==> src/rtl/dit_frame_loader_if.sv <==
// Sample stream and frame presentation bundle between a sample source, the
// frame loader and the 8-point FFT core that consumes whole frames.
interface dit_frame_loader_if #(
    parameter int DW = 3,
    parameter int CW = 8
);
    logic                 in_valid;
    logic                 in_ready;
    logic signed [DW-1:0] in_re;
    logic signed [DW-1:0] in_im;
    logic                 abort;
    logic                 frame_valid;
    logic                 frame_ready;
    logic signed [DW-1:0] xr0, xr1, xr2, xr3, xr4, xr5, xr6, xr7;
    logic signed [DW-1:0] xi0, xi1, xi2, xi3, xi4, xi5, xi6, xi7;
    logic [CW-1:0]        frame_cnt;
    logic [3:0]           fill_level;

    modport master (
        output in_valid, in_re, in_im, abort, frame_ready,
        input  in_ready, frame_valid, frame_cnt, fill_level,
        input  xr0, xr1, xr2, xr3, xr4, xr5, xr6, xr7,
        input  xi0, xi1, xi2, xi3, xi4, xi5, xi6, xi7
    );

    modport slave (
        input  in_valid, in_re, in_im, abort, frame_ready,
        output in_ready, frame_valid, frame_cnt, fill_level,
        output xr0, xr1, xr2, xr3, xr4, xr5, xr6, xr7,
        output xi0, xi1, xi2, xi3, xi4, xi5, xi6, xi7
    );
endinterface

==> src/rtl/dit_frame_loader.sv <==
// Double-buffered frame assembler: collects 8 complex samples in natural order
// into a load buffer and hands complete frames to a hold buffer for the FFT.
module dit_frame_loader #(
    parameter int DW = 3,
    parameter int CW = 8
) (
    input  logic              clk,
    input  logic              rst,
    dit_frame_loader_if.slave bus
);
    logic signed [DW-1:0] load_re_r [8];
    logic signed [DW-1:0] load_im_r [8];
    logic signed [DW-1:0] hold_re_r [8];
    logic signed [DW-1:0] hold_im_r [8];
    logic [2:0]           wr_cnt_r;
    logic                 load_full_r;
    logic                 frame_valid_r;
    logic [CW-1:0]        frame_cnt_r;

    logic xfer_cond_s;
    logic xfer_s;
    logic in_ready_s;
    logic accept_s;

    // Handshake decode; in_ready ignores abort so it never depends on it combinationally
    always_comb begin
        xfer_cond_s = load_full_r && (!frame_valid_r || bus.frame_ready);
        xfer_s      = xfer_cond_s && !bus.abort;
        if (rst) begin
            in_ready_s = !load_full_r || xfer_cond_s;
        end else begin
            in_ready_s = 1'b0;
        end
        accept_s = bus.in_valid && in_ready_s && !bus.abort;
    end

    // Load buffer: sample write pointer, full flag and slot storage
    always_ff @(posedge clk or negedge rst) begin
        if (!rst) begin
            wr_cnt_r    <= 3'd0;
            load_full_r <= 1'b0;
            for (int k = 0; k < 8; k++) begin
                load_re_r[k] <= {DW{1'b0}};
                load_im_r[k] <= {DW{1'b0}};
            end
        end else if (bus.abort) begin
            wr_cnt_r    <= 3'd0;
            load_full_r <= 1'b0;
        end else begin
            if (accept_s) begin
                load_re_r[wr_cnt_r] <= bus.in_re;
                load_im_r[wr_cnt_r] <= bus.in_im;
                wr_cnt_r            <= wr_cnt_r + 3'd1;
            end
            // A full load buffer always has wr_cnt at 0, so set and clear never collide
            if (accept_s && (wr_cnt_r == 3'd7)) begin
                load_full_r <= 1'b1;
            end else if (xfer_s) begin
                load_full_r <= 1'b0;
            end
        end
    end

    // Hold buffer: takes the pre-edge load contents on transfer, releases on consume
    always_ff @(posedge clk or negedge rst) begin
        if (!rst) begin
            frame_valid_r <= 1'b0;
            frame_cnt_r   <= {CW{1'b0}};
            for (int k = 0; k < 8; k++) begin
                hold_re_r[k] <= {DW{1'b0}};
                hold_im_r[k] <= {DW{1'b0}};
            end
        end else if (xfer_s) begin
            frame_valid_r <= 1'b1;
            frame_cnt_r   <= frame_cnt_r + {{(CW-1){1'b0}}, 1'b1};
            hold_re_r     <= load_re_r;
            hold_im_r     <= load_im_r;
        end else if (frame_valid_r && bus.frame_ready) begin
            frame_valid_r <= 1'b0;
        end
    end

    assign bus.in_ready    = in_ready_s;
    assign bus.frame_valid = frame_valid_r;
    assign bus.frame_cnt   = frame_cnt_r;
    assign bus.fill_level  = load_full_r ? 4'd8 : {1'b0, wr_cnt_r};

    assign bus.xr0 = hold_re_r[0];
    assign bus.xr1 = hold_re_r[1];
    assign bus.xr2 = hold_re_r[2];
    assign bus.xr3 = hold_re_r[3];
    assign bus.xr4 = hold_re_r[4];
    assign bus.xr5 = hold_re_r[5];
    assign bus.xr6 = hold_re_r[6];
    assign bus.xr7 = hold_re_r[7];
    assign bus.xi0 = hold_im_r[0];
    assign bus.xi1 = hold_im_r[1];
    assign bus.xi2 = hold_im_r[2];
    assign bus.xi3 = hold_im_r[3];
    assign bus.xi4 = hold_im_r[4];
    assign bus.xi5 = hold_im_r[5];
    assign bus.xi6 = hold_im_r[6];
    assign bus.xi7 = hold_im_r[7];
endmodule

==> src/flat_wrapper.sv <==
// flat-port wrapper written by rule: the top's interface ports become plain ports
module dit_frame_loader_flat 
#(
    parameter int DW = 3,
    parameter int CW = 8
)
  (clk, rst, bus_in_valid, bus_in_re, bus_in_im, bus_abort, bus_frame_ready, bus_in_ready, bus_frame_valid, bus_frame_cnt, bus_fill_level, bus_xr0, bus_xr1, bus_xr2, bus_xr3, bus_xr4, bus_xr5, bus_xr6, bus_xr7, bus_xi0, bus_xi1, bus_xi2, bus_xi3, bus_xi4, bus_xi5, bus_xi6, bus_xi7);
  dit_frame_loader_if #(.DW(DW), .CW(CW)) bus_i ();
  input  logic clk;
  input  logic rst;
  input wire logic [$bits(bus_i.in_valid)-1:0] bus_in_valid;
  input wire logic [$bits(bus_i.in_re)-1:0] bus_in_re;
  input wire logic [$bits(bus_i.in_im)-1:0] bus_in_im;
  input wire logic [$bits(bus_i.abort)-1:0] bus_abort;
  input wire logic [$bits(bus_i.frame_ready)-1:0] bus_frame_ready;
  output wire logic [$bits(bus_i.in_ready)-1:0] bus_in_ready;
  output wire logic [$bits(bus_i.frame_valid)-1:0] bus_frame_valid;
  output wire logic [$bits(bus_i.frame_cnt)-1:0] bus_frame_cnt;
  output wire logic [$bits(bus_i.fill_level)-1:0] bus_fill_level;
  output wire logic [$bits(bus_i.xr0)-1:0] bus_xr0;
  output wire logic [$bits(bus_i.xr1)-1:0] bus_xr1;
  output wire logic [$bits(bus_i.xr2)-1:0] bus_xr2;
  output wire logic [$bits(bus_i.xr3)-1:0] bus_xr3;
  output wire logic [$bits(bus_i.xr4)-1:0] bus_xr4;
  output wire logic [$bits(bus_i.xr5)-1:0] bus_xr5;
  output wire logic [$bits(bus_i.xr6)-1:0] bus_xr6;
  output wire logic [$bits(bus_i.xr7)-1:0] bus_xr7;
  output wire logic [$bits(bus_i.xi0)-1:0] bus_xi0;
  output wire logic [$bits(bus_i.xi1)-1:0] bus_xi1;
  output wire logic [$bits(bus_i.xi2)-1:0] bus_xi2;
  output wire logic [$bits(bus_i.xi3)-1:0] bus_xi3;
  output wire logic [$bits(bus_i.xi4)-1:0] bus_xi4;
  output wire logic [$bits(bus_i.xi5)-1:0] bus_xi5;
  output wire logic [$bits(bus_i.xi6)-1:0] bus_xi6;
  output wire logic [$bits(bus_i.xi7)-1:0] bus_xi7;
  assign bus_i.in_valid = bus_in_valid;
  assign bus_i.in_re = bus_in_re;
  assign bus_i.in_im = bus_in_im;
  assign bus_i.abort = bus_abort;
  assign bus_i.frame_ready = bus_frame_ready;
  assign bus_in_ready = bus_i.in_ready;
  assign bus_frame_valid = bus_i.frame_valid;
  assign bus_frame_cnt = bus_i.frame_cnt;
  assign bus_fill_level = bus_i.fill_level;
  assign bus_xr0 = bus_i.xr0;
  assign bus_xr1 = bus_i.xr1;
  assign bus_xr2 = bus_i.xr2;
  assign bus_xr3 = bus_i.xr3;
  assign bus_xr4 = bus_i.xr4;
  assign bus_xr5 = bus_i.xr5;
  assign bus_xr6 = bus_i.xr6;
  assign bus_xr7 = bus_i.xr7;
  assign bus_xi0 = bus_i.xi0;
  assign bus_xi1 = bus_i.xi1;
  assign bus_xi2 = bus_i.xi2;
  assign bus_xi3 = bus_i.xi3;
  assign bus_xi4 = bus_i.xi4;
  assign bus_xi5 = bus_i.xi5;
  assign bus_xi6 = bus_i.xi6;
  assign bus_xi7 = bus_i.xi7;
  dit_frame_loader #(.DW(DW), .CW(CW)) u_core (.clk(clk), .rst(rst), .bus(bus_i));
endmodule
==> config.mk <==
export PLATFORM = sky130hd
export DESIGN_NAME = dit_frame_loader_flat
export DESIGN_NICKNAME = d
export VERILOG_FILES = /design/src/rtl/dit_frame_loader_if.sv /design/src/rtl/dit_frame_loader.sv /design/src/flat_wrapper.sv
export SDC_FILE = /design/constraint.sdc
export NUM_CORES = 1
export LEC_CHECK = 0
export CAP_MARGIN = 25
export CORE_UTILIZATION = 40
export DETAILED_ROUTE_END_ITERATION = 6
export HOLD_SLACK_MARGIN = 0.08
export PLACE_DENSITY = 0.69
export SYNTH_ARGS = -nofsm -noshare
export SYNTH_HDL_FRONTEND = slang
export SYNTH_SLANG_ARGS = --single-unit
==> constraint.sdc <==
create_clock -name clk -period 1.7 [get_ports clk]
set_input_delay 0.255 -clock clk [delete_from_list [all_inputs] [get_ports clk]]
set_output_delay 0.255 -clock clk [all_outputs]
set_load 0.01 [all_outputs]
==> metrics.txt <==
Port-buffer cells=72; hold_ws=~480 ps; Post-Place Setup Slack=-368.4 ps; post-synthesis cell type count=31; Mapped Nets=287; Max VDD drop=approximately 520 uV; status=finished, violations left; Synth Flop Type=dfrtp_1; final WL=between 8 and 9 mm; largest net degree at the start of global routing=between 90 and 100; Chip Width=about 110 microns; Synth area leader=dfrtp_1; Slew HR=between 60 and 70%; Clock power frac=roughly a third; DIE HEIGHT=106.9 microns; Slew Viols, Final=0; Synth Cell Area=approximately 4400 sq um; busiest layer in global routing=met2; unrepaired setup endpoints after global routing=true; DRC viols=0; Worst-Skew Late Latency=370 ps; met3 Usage GRT=3.343%; Layout area overhead=31.50%; Combinational Power Share=approximately 6%; M1 GR Usage=a little under a quarter; CP Capture Type=flop; commonest cells in the netlist=dfrtp_1 (109), mux2_2 (55), mux2_1 (42); die area=between 10,000 and 15,000 sq um; clk sink count=~110; Post-layout nets=391; most frequent cell after synthesis=dfrtp_1; Clk pin slew, worst setup/hold paths=100 ps; CTS tree=done; Area contributors post-synth=dfrtp_1 (62%), mux2_2 (14%), mux2_1 (11%), nor4_4 (1.9%), buf_6 (1.5%); via count=around 2,600; #FFs+latches synth=approximately 110; critical path launch point type=flop; Mapped Cells=273; # placed instances=500; Post-synth EDFFs=0; ANT nets after route=0; Post-Route Setup TNS=-339.1 ps; Clock Tree Buf Depth=2; Post-DP Area=5460 sq um; Power Density=approximately 800 nW/um^2; kind of critical path=reg2reg; Worst Max-Slew Pin Slew=~460 ps; H-tree level count=3; FP Rows=37; Psw=roughly 1.1 mW; dpl hpwl=about 5.8 mm; Worst Hold Class=reg2reg; Tot Pwr=4.619 mW; total track usage=16.64%; critical path arrival=roughly 2000 ps; Final setup viols=7; final period utilization=103.8%; required time worst endpoint=between 1500 and 2000 ps; grt ovf=0; FMAX=566.7 MHz; clock skew=around 10 ps; Async S/R FF share, synth=100.0%; crit-path max FO=6; layout cell share with drive strength beyond 1=~30%; Vias/cell=approximately 5; Finished Cell Area=just under 6000 sq um; initial antenna violation count=0; syn avg cell area=16.14 sq um; core area=roughly 11,000 sq um; Ports=between 70 and 80; met2 Use GR=a little over a quarter; crit path time final=1765 ps; sequential share of power=roughly three fifths; CTS root buffer=clkbuf_8; fin util=between 50% and 60%; initial core utilization=a little over two fifths; ANT cells=0; failing checks=setup timing; P_int=roughly 3.5 mW; final setup margin=-64.69 ps; post-synthesis sequential area ratio=slightly above 60%; vias in the first global route=between 2,000 and 3,000; Hold Vio Cnt, Final=0; Synth Warn #=0; routed len/inst=around 16 microns; Max-cap violations=0; Net Sw Frac=around a quarter; area fraction of the dominant cell type after synthesis=about three fifths; Final Instance Count excl. Fillers=around 520; DR pass1 iterations=4; CTS buffer count=9; gpl congestion=~0.75; first-pass GRT wire length=approximately 14 mm; LEAKAGE=2.803 nW; Initial DRC Count=59
worst max-delay path, stage by stage, from the launching register on:
cell and delay (ps):
dfrtp_1 420, buf_6 130, or3b_4 420, nor4_4 180, buf_6 180, mux2_2 330
metal layers:
layer	routed length, microns	up-vias
li1	-	1188
met5	0	-
met1	4109	1337
met4	114	0
met2	4052	48
met3	254	8
repair_timing:
| action | 4_1_cts | 5_1_grt |
|---|---|---|
| endpoints found under the setup margin | 5 | 40 |
| setup buffers | 1 | 0 |
| hold buffers | 1 | 0 |
| hold endpoints to repair | 109 | 0 |
| resized for setup | 10 | 25 |
layout make-up:
class	count	area (sq um)
Multi-Input combinational cell	154	1668
Fill cell	851	4716
Tap cell	136	170.2
Timing Repair Buffer	103	1021
Sequential cell	109	2728
Clock inverter	6	82.58
Clock buffer	9	123.9
path summary, 6_finish.rpt:
kind,startpoint,endpoint,slack (ps),depth (start not counted)
min reg2reg,u_core.bus.frame_cnt[7]$_DFFE_PN0P_,u_core.bus.frame_cnt[7]$_DFFE_PN0P_,480,1
min,u_core.bus.frame_cnt[7]$_DFFE_PN0P_,u_core.bus.frame_cnt[7]$_DFFE_PN0P_,480,1
max in group asynchronous,rst,u_core.bus.xi4[0]$_DFFE_PN0P_,620,3
min in group asynchronous,rst,u_core.bus.xr6[1]$_DFFE_PN0P_,590,3
max reg2reg,u_core.wr_cnt_r[0]$_DFFE_PN0P_,u_core.load_re_r[17]$_DFFE_PN0P_,-60,5
max,u_core.wr_cnt_r[0]$_DFFE_PN0P_,u_core.load_re_r[17]$_DFFE_PN0P_,-60,5
logic make-up after synthesis:
group | after synthesis | synth area share, %
fa+ha+maj | 3 | 0.8521
simple gates | 40 | 8.236
flops | 109 | 61.91
buf+inv | 10 | 2.016
xor+xnor | 7 | 1.392
mux | 97 | 24.79
compound gates | 7 | 0.7951
power groups by stage:
stage,Clock [mW],Sequential (mW),Combinational (mW)
2_1_floorplan,0,2.76,0.109
3_3_place_gp,0,2.78,0.245
3_5_place_dp,0,2.78,0.252
4_1_cts,1.66,2.73,0.262
5_1_grt,1.78,2.74,0.312
6_report,1.61,2.73,0.278
layout by cell type (no fill, tap or decap), types with 6 or more instances in the layout:
| cell | netlist | final |
|---|---|---|
| clkdlybuf4s50_1 | 0 | 67 |
| xor2_1 | 6 | 6 |
| dfrtp_1 | 109 | 109 |
| buf_4 | 1 | 19 |
| buf_6 | 6 | 9 |
| mux2_4 | 0 | 19 |
| mux2_1 | 42 | 41 |
| clkbuf_8 | 0 | 9 |
| mux2_2 | 55 | 37 |
Power figures use the tool's default switching activity.
